`src/rtl/lsu_ctrl.sv`:
```
// lsu_ctrl: multi-cycle load/store sequencer between the core datapath and a
// word-aligned data-memory bus.
//
// Ports:
//   clk, reset        rising-edge clock, synchronous active-low reset
//   mem_rd, mem_wr    load / store present from the decoder (store wins if both)
//   load_sz, store_sz access size codes from the decoder
//   addr, wdata       ALU byte address and rs2 store data
//   stall             holds PC and write-back while an access is in progress
//   rdata             registered, extended load result (held until next load)
//   done, err         one-cycle completion pulse; err qualifies it
//   bus_*             memory request side (req/ack handshake)
//   state_dbg         current FSM state encoding (IDLE=0, REQ=1, DONE=2)
//
// Bus handshake: bus_req rises in the first REQ cycle and stays high, with
// bus_addr/bus_we/bus_be/bus_wdata held constant, until the cycle in which
// bus_ack is sampled high (bus_rdata valid in that same cycle). The request
// then drops on the next cycle. bus_ack outside REQ is ignored.
module lsu_ctrl #(
    parameter int unsigned TIMEOUT_CYC = 255
) (
    input  logic        clk,
    input  logic        reset,
    input  logic        mem_rd,
    input  logic        mem_wr,
    input  logic [2:0]  load_sz,
    input  logic [1:0]  store_sz,
    input  logic [31:0] addr,
    input  logic [31:0] wdata,
    output logic        stall,
    output logic [31:0] rdata,
    output logic        done,
    output logic        err,
    output logic        bus_req,
    output logic        bus_we,
    output logic [31:0] bus_addr,
    output logic [3:0]  bus_be,
    output logic [31:0] bus_wdata,
    input  logic        bus_ack,
    input  logic [31:0] bus_rdata,
    output logic [1:0]  state_dbg
);

    typedef enum logic [1:0] {
        IDLE = 2'd0,
        REQ  = 2'd1,
        DONE = 2'd2
    } state_t;

    localparam logic [7:0] TIMEOUT_LIM = 8'(TIMEOUT_CYC);

    state_t      state_q, state_d;
    logic [7:0]  cnt_q;
    logic [7:0]  cnt_inc;
    logic        timeout_hit;
    logic        err_q;
    logic [31:0] rdata_q;
    logic [31:0] lat_addr;
    logic        lat_we;
    logic [2:0]  lat_lsz;
    logic [3:0]  lat_be;
    logic [31:0] lat_wdata;

    // Incoming request decode
    logic        req_any;
    logic        half_t;
    logic        word_t;
    logic        sz_illegal;
    logic        acc_ok;
    logic [1:0]  off;
    logic [3:0]  be_in;
    logic [31:0] wdata_in;

    always_comb begin
        req_any    = mem_wr | mem_rd;
        off        = addr[1:0];
        half_t     = 1'b0;
        word_t     = 1'b0;
        sz_illegal = 1'b0;
        be_in      = 4'b1111;
        wdata_in   = wdata;
        if (mem_wr) begin
            case (store_sz)
                2'b00: begin
                    be_in    = 4'b0001 << off;
                    wdata_in = {4{wdata[7:0]}};
                end
                2'b01: begin
                    half_t   = 1'b1;
                    be_in    = 4'b0011 << off;
                    wdata_in = {2{wdata[15:0]}};
                end
                2'b10:   word_t     = 1'b1;
                default: sz_illegal = 1'b1;
            endcase
        end else begin
            case (load_sz)
                3'b000, 3'b011: ;
                3'b001, 3'b100: half_t = 1'b1;
                3'b010:         word_t = 1'b1;
                default:        sz_illegal = 1'b1;
            endcase
        end
        acc_ok = ~sz_illegal & ~((half_t & off[0]) | (word_t & (off != 2'b00)));
    end

    // Next-state logic
    always_comb begin
        state_d     = state_q;
        cnt_inc     = cnt_q + 8'd1;
        timeout_hit = 1'b0;
        case (state_q)
            IDLE: if (req_any) state_d = acc_ok ? REQ : DONE;
            REQ: begin
                // ack takes priority over a timeout landing in the same cycle
                if (bus_ack) begin
                    state_d = DONE;
                end else if (cnt_inc == TIMEOUT_LIM) begin
                    state_d     = DONE;
                    timeout_hit = 1'b1;
                end
            end
            DONE:    state_d = IDLE;
            default: state_d = IDLE;
        endcase
    end

    // Load lane extraction from the latched offset and size
    logic [7:0]  ld_byte;
    logic [15:0] ld_half;
    logic [31:0] ld_ext;

    always_comb begin
        case (lat_addr[1:0])
            2'd0:    ld_byte = bus_rdata[7:0];
            2'd1:    ld_byte = bus_rdata[15:8];
            2'd2:    ld_byte = bus_rdata[23:16];
            default: ld_byte = bus_rdata[31:24];
        endcase
        ld_half = lat_addr[1] ? bus_rdata[31:16] : bus_rdata[15:0];
        case (lat_lsz)
            3'b000:  ld_ext = {{24{ld_byte[7]}}, ld_byte};
            3'b001:  ld_ext = {{16{ld_half[15]}}, ld_half};
            3'b011:  ld_ext = {24'd0, ld_byte};
            3'b100:  ld_ext = {16'd0, ld_half};
            default: ld_ext = bus_rdata;
        endcase
    end

    always_ff @(posedge clk) begin
        if (!reset) begin
            state_q   <= IDLE;
            cnt_q     <= 8'd0;
            err_q     <= 1'b0;
            rdata_q   <= 32'd0;
            lat_addr  <= 32'd0;
            lat_we    <= 1'b0;
            lat_lsz   <= 3'd0;
            lat_be    <= 4'd0;
            lat_wdata <= 32'd0;
        end else begin
            state_q <= state_d;
            case (state_q)
                IDLE: begin
                    cnt_q <= 8'd0;
                    if (req_any) begin
                        err_q <= ~acc_ok;
                        if (acc_ok) begin
                            lat_addr  <= addr;
                            lat_we    <= mem_wr;
                            lat_lsz   <= load_sz;
                            lat_be    <= be_in;
                            lat_wdata <= wdata_in;
                        end
                    end
                end
                REQ: begin
                    cnt_q <= cnt_inc;
                    if (bus_ack && !lat_we) rdata_q <= ld_ext;
                    if (timeout_hit) err_q <= 1'b1;
                end
                default: cnt_q <= 8'd0;
            endcase
        end
    end

    logic in_req;
    assign in_req    = (state_q == REQ);
    assign stall     = in_req | ((state_q == IDLE) & req_any);
    assign done      = (state_q == DONE);
    assign err       = err_q;
    assign rdata     = rdata_q;
    assign bus_req   = in_req;
    assign bus_we    = in_req & lat_we;
    assign bus_addr  = in_req ? {lat_addr[31:2], 2'b00} : 32'd0;
    assign bus_be    = in_req ? lat_be : 4'd0;
    assign bus_wdata = in_req ? lat_wdata : 32'd0;
    assign state_dbg = state_q;

endmodule

```
`config.mk`:
```
export PLATFORM = sky130hd
export DESIGN_NAME = lsu_ctrl
export DESIGN_NICKNAME = d
export VERILOG_FILES = /design/src/rtl/lsu_ctrl.sv
export SDC_FILE = /design/constraint.sdc
export NUM_CORES = 1
export LEC_CHECK = 0
export ABC_AREA = 1
export BUFFER_PORTS_ARGS = -buffer_cell sky130_fd_sc_hd__buf_4
export CAP_MARGIN = 20
export CORE_MARGIN = 2
export CORE_UTILIZATION = 47
export CTS_BUF_LIST = sky130_fd_sc_hd__clkbuf_8
export CTS_CLUSTER_SIZE = 25
export DETAILED_ROUTE_END_ITERATION = 16
export PLACE_DENSITY_LB_ADDON = 0.1
export SLEW_MARGIN = 20
export SYNTH_ARGS = -nofsm -noshare
export SYNTH_HDL_FRONTEND = slang
export SYNTH_SLANG_ARGS = --single-unit
```
`constraint.sdc`:
```
create_clock -name clk -period 1.4 [get_ports clk]
set_input_delay 0.21 -clock clk [delete_from_list [all_inputs] [get_ports clk]]
set_output_delay 0.21 -clock clk [all_outputs]
set_load 0.005 [all_outputs]
```
Yosys cells after proc, flatten, opt, wreduce, memory -nomap -nowiden
Index checks and enable logic that the tools add are counted.

word-level totals
  word-level logic and storage cells = 87
  output and inout port bits = 107
  register bits = 115

operators by class
  shifts and indexed selects = 2
  muxes and demuxes = 30
  reduce and logical (&&, ||, !) cells = 17
  equality and inequality tests = 17
  add/subtract/negate cells = 1
  bitwise logic cells = 11

operator list
  kind                                            count
  one-hot mux 32 bit (4 select lines)             1
  two-way mux 32 bit                              3
  one-hot mux 32 bit (2 select lines)             1
  one-hot mux 8 bit (3 select lines)              1
  two-way mux 16 bit                              1
  two-way mux 1 bit                               14
  == test 3 x 2 -> 1 bit (second input constant)  3
  adder 8 x 1 -> 8 bit (second input constant)    1
  == test 8 bit (second input constant)           1
  two-way mux 2 bit                               4
  two-way mux 4 bit                               2
  one-hot mux 4 bit (2 select lines)              1
  == test 2 x 1 -> 1 bit (second input constant)  3
  == test 2 bit (second input constant)           3
  == test 3 x 1 -> 1 bit (second input constant)  2
  == test 3 bit (second input constant)           2
  logical NOT 2 bit                               3
  logical NOT 3 bit                               2
  AND reduction 2 bit                             3
  AND reduction 3 bit                             2
  bitwise AND 1 bit                               5
  OR reduction 5 bit                              1
  != test 2 bit (second input constant)           2
  one-hot mux 2 bit (2 select lines)              1
  11 further kinds                                16

Logic depth before layout (Yosys ltp)
Gate-level depths: netlist (run 1).

  word-level depth = 11
  gate-level depth with buffers = 11
  gate-level depth less buffers = 11

Worst setup path after synthesis (run 1)
Ideal clock, no wire load.

  kind = reg2out
  start point = reg state_q[0] (netlist: state_dbg[0])
  end point = out bus_wdata[22]
  data arrival time = 1.329 ns
  data required time = 1.190 ns
  cell stages (with the launch flop) = 7
  slack = -0.139 ns
  buffers on the path = 2
  cells stage by stage = dfxtp_1 > inv_1 > nor2_2 > clkinv_1 > clkbuf_1 > buf_1 > nor2_1

on the way
  word-level cells in the longest chain between the ends = 2

ends and longest elaborated chain
  item                    RTL line  RTL
  from (decl)             52        state_t state_q, state_d;
  from (signal assigned)  162       state_q <= state_d;
  == test 2 x 1 -> 1 bit  188       assign in_req = (state_q == REQ);
  net bus_req             34        output logic bus_req,
  two-way mux 32 bit      197       assign bus_wdata = in_req ? lat_wdata : 32'd0;
  to (decl)               38        output logic [31:0] bus_wdata,

The timed path passes the listed nets, and every way through them passes these cells.

Worst setup path after layout (run 1)
  start point = reg state_q[0] (netlist: state_dbg[0])
  end point = out bus_we

on the way
  word-level cells in the longest chain between the ends = 2

ends and longest elaborated chain
  item                    RTL line  RTL
  == test 2 x 1 -> 1 bit  188
  bitwise AND 1 bit       194       assign bus_we = in_req & lat_we;
  to (decl)               35        output logic bus_we,

Every way passes these cells.

==> impl_metrics.tcl, run 1 <==
set metrics [dict create \
    place.port_buffers 210 \
    place.gp.congestion 0.8341 \
    syn_area_mm2 0.006113 \
    maxCapViolCount 0 \
    power.density_mw_per_mm2 1041 \
    cts_sinks 115 \
    power.leakage_nw 4.829 \
    setup_tns_ps -30840 \
    register_area_mm2 0.002312 \
    ctsHoldBuffers 0 \
    dr.pass1.iters 6 \
    clk_latency_ps 440 \
    yosys_warnings 0 \
    clk_pin_slew_ps 80 \
    finalClockSkew_ps 10.75 \
    vias_per_cell 4.985 \
    min_path_type "in2reg" \
    slowest_stage "dfxtp_2" \
    pre_cts_ws_ps -137.9 \
    cts_tree "yes" \
    final_area_mm2 0.009747 \
    drc 0 \
    rsz0062_at_grt "true" \
    start_util 0.4825 \
    final.min_clock_period_ps 1726 \
    nFillCells 1014 \
    syn_area_per_cell_um2 6.119 \
    synth_cells 999 \
    worstSetupPathType "reg2out" \
    hold_viol_final 0 \
    antenna_found_initial 0 \
    hold_start "bus_rdata[4]" \
    grt_pass1_wl_mm 30.11 \
    hold_depth 3 \
    grt_util_all_layers 0.2652 \
    grt-ovfl-total 0 \
    numCtsBuffers 17 \
    finalPower_mw 10.15 \
    die_width_um 118.1 \
    clk_path_buf_depth 2 \
    layout_common_cells "buf_4 (252), nor2_1 (248), nand2_1 (169)" \
    area_growth_pct 59.44 \
    drtIter0Drc 595 \
    worstSetupStartpointType "flip-flop" \
    worst-endpoint-required_ps 1190 \
    fmax_mhz 579.4 \
    grt_pass1_vias 6413 \
    min_to "rdata[4]" \
    drive_above_1_share 0.3261 \
    cp.arrival_ps 1520 \
    layout_commonest_cell "buf_4" \
    multi_input_area_mm2 0.003323 \
    core_area_mm2 0.01267 \
    num_antenna_cells 0 \
    path_cells "inv_2 > nor2_4 > inv_8 > clkbuf_16 > nor2_1 > buf_4" \
    worst_path_largest_cell_delay_ps 340 \
    rr_worst_depth 10 \
    cts_root_buf "clkbuf_8" \
    setup_viol_count_final 175 \
    critical_path.max_fanout 9 \
    yosysSeqAreaShare 0.3766 \
    synth_cell_type_count 32 \
    die_h_um 118.1 \
    rows 41 \
    ant_nets 0 \
    worst_slack_ps -326.0 \
    grt_max_degree 86 \
    drv_slew 0 \
    synth-seq-cells 115 \
    ios 213 \
    die_area_mm2 0.01394 \
    routedWlPerCell_um 14.66 \
    irDropWorstVdd_v 0.0007778 \
    reg2reg_from "state_dbg[0]" \
    post-route-util 0.7692 \
    placed_cell_area_mm2 0.008300 \
    r2r_slack_ps -200 \
    nets 1377 \
    status "finished, violations left" \
    end_kind "primary output" \
    dp_hpwl_mm 12.92 \
    finalCritPeriodShare 1.233 \
    via_count 7248 \
    violations "setup timing" \
    cts-htree-levels 4 \
    wl_mm 21.32 \
    r2r-end "rdata[30]" \
]
==> cell type report <==
type | count | area share
Clock buffer | 18 | 0.02542
Timing Repair Buffer | 305 | 0.2960
Sequential cell | 115 | 0.2372
Tap cell | 172 | 0.02208
Inverter | 144 | 0.05674
Multi-Input combinational cell | 686 | 0.3410
Clock inverter | 14 | 0.02157
==> worst max-delay path by stage <==
stage               depth (start not counted)           end    startpoint  slack (ps)
floorplan                                   8     rdata[21]  state_dbg[0]           7
global placement                           11           err       addr[0]        -120
detailed placement                         11           err       addr[0]        -140
CTS                                         5  bus_addr[26]  state_dbg[1]        -310
global route                                6  bus_addr[19]  state_dbg[0]        -380
finish                                      6        bus_we  state_dbg[0]        -330
==> metrics by stage <==
stage	hold slack, ps	instances
floorplan	375.1	1000
global placement	450.0	1388
detailed placement	453.4	1388
CTS	50.64	1430
global route	60.62	1454
finish	67.04	1454
==> synth_stat cells <==
library cell | n | area [um2]
nand3_1 | 35 | 175.2
o21ai_0 | 58 | 290.3
and3_1 | 1 | 6.260
nor2_1 | 297 | 1115
clkinv_1 | 2 | 7.510
nand2_2 | 1 | 6.260
a22o_1 | 2 | 17.52
nand2_1 | 175 | 656.9
nor2_4 | 1 | 11.26
a21o_1 | 1 | 7.510
nand3_2 | 1 | 10.01
buf_1 | 7 | 26.28
nor3_2 | 1 | 10.01
o211ai_1 | 9 | 67.56
a211oi_1 | 1 | 7.510
nor2_2 | 1 | 6.260
nor3_1 | 2 | 10.01
o21ai_1 | 1 | 5.000
a31oi_1 | 1 | 6.260
buf_4 | 6 | 45.04
o211ai_2 | 1 | 12.51
ha_1 | 2 | 25.02
buf_2 | 16 | 80.08
nand3b_1 | 32 | 240.2
nand4_1 | 5 | 31.28
inv_1 | 140 | 525.5
dfxtp_1 | 115 | 2302
o22ai_1 | 16 | 100.1
inv_2 | 2 | 7.510
a21oi_1 | 40 | 200.2
clkbuf_1 | 26 | 97.59
conb_1 | 1 | 3.750
==> metal layers <==
metal | routed length [um] | share of wire | vias to the layer above | track usage
met3 | 1535 | 0.072 | 34 | 0.06444
met5 | 0 | 0 | - | 0
met4 | 375 | 0.018 | 0 | 0.07304
met2 | 10850 | 0.51 | 294 | 0.4800
met1 | 8555 | 0.40 | 3293 | 0.3104
li1 | - | - | 3627 | -
==> flip-flops by register name (all words and copies together) (netlist names), 2 cells and up <==
register / count
lat_wdata: 32
cnt_q: 8
rdata: 32
lat_lsz: 3
lat_addr: 32
state_dbg: 2
lat_be: 4
==> power by group <==
part / switching [mW] / internal, mW
Combinational: 1.50 / 1.36
Clock: 1.43 / 2.16
Sequential: 0.145 / 3.56
==> worst max-delay path: cells and delay by family, from the launching register on <==
| family | cells | cell delay, ps |
|---|---|---|
| buffers and inverters | 4 | 460 |
| flip-flops | 1 | 340 |
| AND/OR/NAND/NOR | 2 | 280 |
==> cell families (layout without fill, tap and decap cells) <==
logic type,Yosys count,after routing,synth area share
DFF,115,115,0.3766
AOI/OAI and AO/OA,130,130,0.1169
and+or+nand+nor,552,552,0.3727
adders and majority gates,2,2,0.004093
other,1,2,0.0006134
buffers and inverters,199,481,0.1291
==> timing repair <==
action | in CTS | in global routing
setup buffers | 7 | 11
setup endpoints to repair | 119 | 178
resized for setup | 29 | 118
cloned | 3 | 16
pin swaps | 4 | 36
Note: power is estimated with default switching activity, not from simulation.
==> run 2: changes to the inputs <==
- ABC_AREA: 1 -> 0
==> run 2 against run 1 <==
Compared with the run above: the run still ends with setup timing left; total power up 2.0%; synthesized cell count down 26%; sequential share of layout area decreased by 0.73 points; die area is 4.2% lower; fmax is 5.7% lower; utilization increased by 6.8 points; worst setup slack worse by 100 ps; critical endpoint is now bus_wdata[0].
==> impl_metrics.tcl, run 2 <==
set metrics [dict create \
    p_int_mw 6.988 \
    hold_depth 2 \
    cts-htree-levels 4 \
    hold_start "bus_ack" \
    synth_cells 738 \
    ios 213 \
    die_area_mm2 0.01335 \
    synth-seq-cells 115 \
    synthArstFlopShare 0 \
    area_growth_pct 72.79 \
    grt_max_degree 50 \
    grt_util_all_layers 0.3185 \
    r2r_slack_ps -330 \
    syn_area_per_cell_um2 7.921 \
    hold_viol_final 0 \
    nFillCells 700 \
    final_area_mm2 0.01010 \
    layout_commonest_cell "buf_4" \
    drc 0 \
    power_frac_seq 0.361 \
    r2r-end "lat_lsz[2]" \
    rows 40 \
    dr.pass1.iters 6 \
    place.gp.congestion 0.8865 \
    synth_ff_type "dfxtp_1" \
    slowest_stage "dfxtp_2" \
    synth-simple-area-share 0.2310 \
    core_area_mm2 0.01206 \
    synth_compound_area_frac 0.2526 \
    ys_top_cells_by_area "dfxtp_1 (39%), a21oi_1 (8.3%), o21ai_0 (8.0%), and2_1 (7.4%), nand3_1 (4.0%)" \
    synth_edf_count 0 \
    via_count 7215 \
    synth_top_family_by_area "compound AO/OA/AOI/OAI gates" \
    finalClockSkew_ps 8.434 \
    fmax_mhz 546.3 \
    drive_above_1_share 0.5305 \
    antenna_found_initial 1 \
    yosysMostFrequentCell "dfxtp_1" \
    cts_root_buf "clkbuf_8" \
    worst-endpoint-required_ps 1190 \
    min_to "err" \
    yosysSeqAreaShare 0.3938 \
    vias_per_cell 6.083 \
    dp_hpwl_mm 13.54 \
    p_sw_mw 3.366 \
    violations "setup timing" \
    setup_viol_count_final 177 \
    layout_common_cells "buf_4 (261), dfxtp_1 (107), and2_1 (61)" \
    drtIter0Drc 734 \
    rsz0062_at_grt "true" \
    syn_area_mm2 0.005846 \
    synthAdderAreaFrac 0.004281 \
    start_util 0.4846 \
    rr_worst_depth 8 \
    synth_cell_type_count 56 \
    crit_family "buffers and inverters" \
    drv_slew 0 \
    numCtsBuffers 17 \
    grt_pass1_vias 6533 \
    maxCapViolCount 0 \
    routedWlPerCell_um 21.35 \
    worst_slack_ps -430.5 \
    synth_top_area_share 0.3938 \
    finalCritPeriodShare 1.307 \
    clk_path_buf_depth 2 \
    yosys_warnings 0 \
    irDropWorstVdd_v 0.0007502 \
    grt-ovfl-total 0 \
    synth_top_cell_by_area "dfxtp_1" \
    clk_pin_slew_ps 70 \
    ant_nets 0 \
    wl_mm 25.32 \
    setup_tns_ps -51210 \
    worstSetupStartpointType "flip-flop" \
    cp.arrival_ps 1620 \
    worst_pin_slew_ps 569.0 \
    synth_common_cells "dfxtp_1 (115), a21oi_1 (97), o21ai_0 (94), and2_1 (69), nand2_1 (48)" \
    worstSetupPathType "reg2out" \
    relSlewSlack 0.6207 \
    power.leakage_nw 4.082 \
    status "finished, violations left" \
    path_cells "nor2b_4 > buf_12 > buf_16 > and2_1 > buf_4" \
    critical_path.max_fanout 14 \
    grt_pass1_wl_mm 33.29 \
    reg2reg_from "state_dbg[0]" \
    cts_tree "yes" \
    p_comb_frac 0.347 \
    worst_path_largest_cell_delay_ps 360 \
    die_width_um 115.5 \
    end_kind "primary output" \
    final.min_clock_period_ps 1830 \
    placed_cell_area_mm2 0.007895 \
    place.port_buffers 210 \
    yosys.area_share.xor_xnor 0.008990 \
    cts_sinks 115 \
    die_h_um 115.5 \
    power.density_mw_per_mm2 1025 \
    crit_buf_inv 3 \
    clk_latency_ps 450 \
    nets 1112 \
    clkPwrFrac 0.292 \
    swShare 0.3251 \
    synth.area.mux_share 0.04302 \
    min_path_type "in2reg" \
]
-- run 2: cell types whose count changed in the layout (fill, tap and decap cells not counted), moves of 11 or more --
cell      previous run  this run
nor2_1             248        27
nand2_1            169        46
inv_1              138        16
and2_1               0        61
a21oi_2              2        42
o21ai_2              3        43
nor2_2              37         3
nand3b_1            32         0
a21oi_1             37        54
o22ai_1             15         1
nand3_2              1        13
o21ai_4              0        11
-- run 2: routing by layer --
layer	up-vias	global-route usage	share of wire	routed length [um]
met1	3435	0.4065	0.39	9762
met2	477	0.5185	0.48	12060
met3	108	0.08525	0.092	2342
met5	-	0	0	0
met4	0	0.1173	0.046	1161
li1	3195	-	-	-
-- run 2: power groups by stage --
stage               sequential [mW]  clock [mW]  combinational (mW)
global route                   3.76        3.19                3.75
finish                         3.74        3.02                3.60
floorplan                      3.71           0                1.14
detailed placement             3.75           0                2.06
CTS                            3.68        2.98                2.88
global placement               3.74           0                2.01
-- run 2: worst max path at each step --
stage / from / end / slack (ps) / depth (start not counted)
CTS: state_dbg[0] / bus_addr[18] / -340 / 5
floorplan: lat_addr[1] / rdata[7] / -210 / 7
global route: state_dbg[1] / bus_addr[25] / -470 / 5
finish: state_dbg[1] / bus_wdata[0] / -430 / 5
detailed placement: addr[1] / lat_addr[3] / -290 / 7
global placement: addr[1] / lat_lsz[2] / -230 / 7
-- run 2: layout make-up --
cell class              instances  area [um2]  share of cell area
diodes                          2       5.005           0.0004955
clock buffers                  20       275.3             0.02725
clock inverters                11       97.59            0.009662
inverters                      13       48.80            0.004831
multi-input cells             543        4160              0.4119
flip-flops and latches        115        2322              0.2299
well taps                     168       210.2             0.02081
repair buffers                314        2982              0.2952
-- run 2: what timing repair did --
item / in CTS / in global routing
resized for setup: 100 / 212
hold buffers: 0 / 0
setup endpoints to repair: 177 / 177
pin swaps: 11 / 64
buffers inserted: 15 / 15
cloned: 15 / 8
-- run 2: kinds of logic (layout without fill, tap and decap cells) --
| logic type | Yosys count | count (layout) |
|---|---|---|
| AND/OR/NAND/NOR | 255 | 257 |
| AO/OA/AOI/OAI | 254 | 254 |
| flip-flops | 115 | 115 |
| buffers and inverters | 83 | 358 |
| multiplexers | 22 | 22 |
| XOR/XNOR | 6 | 6 |
| adder cells (fa/ha/maj) | 2 | 2 |
| other | 1 | 4 |
-- run 2: metrics by stage --
stage / utilization / hold WS, ps / cells / power (mW) / setup WS, ps
after floorplan: - / 310.9 / 739 / 4.851 / -206.1
after global placement: 0.6546 / 437.3 / 1105 / 5.744 / -230.5
after detailed placement: 0.6546 / 447.0 / 1105 / 5.809 / -292.9
after CTS: 0.7600 / 2.258 / 1166 / 9.538 / -340.6
after global routing: 0.8372 / -4.434 / 1185 / 10.70 / -469.5
final: 0.8374 / 5.853 / 1186 / 10.35 / -430.5
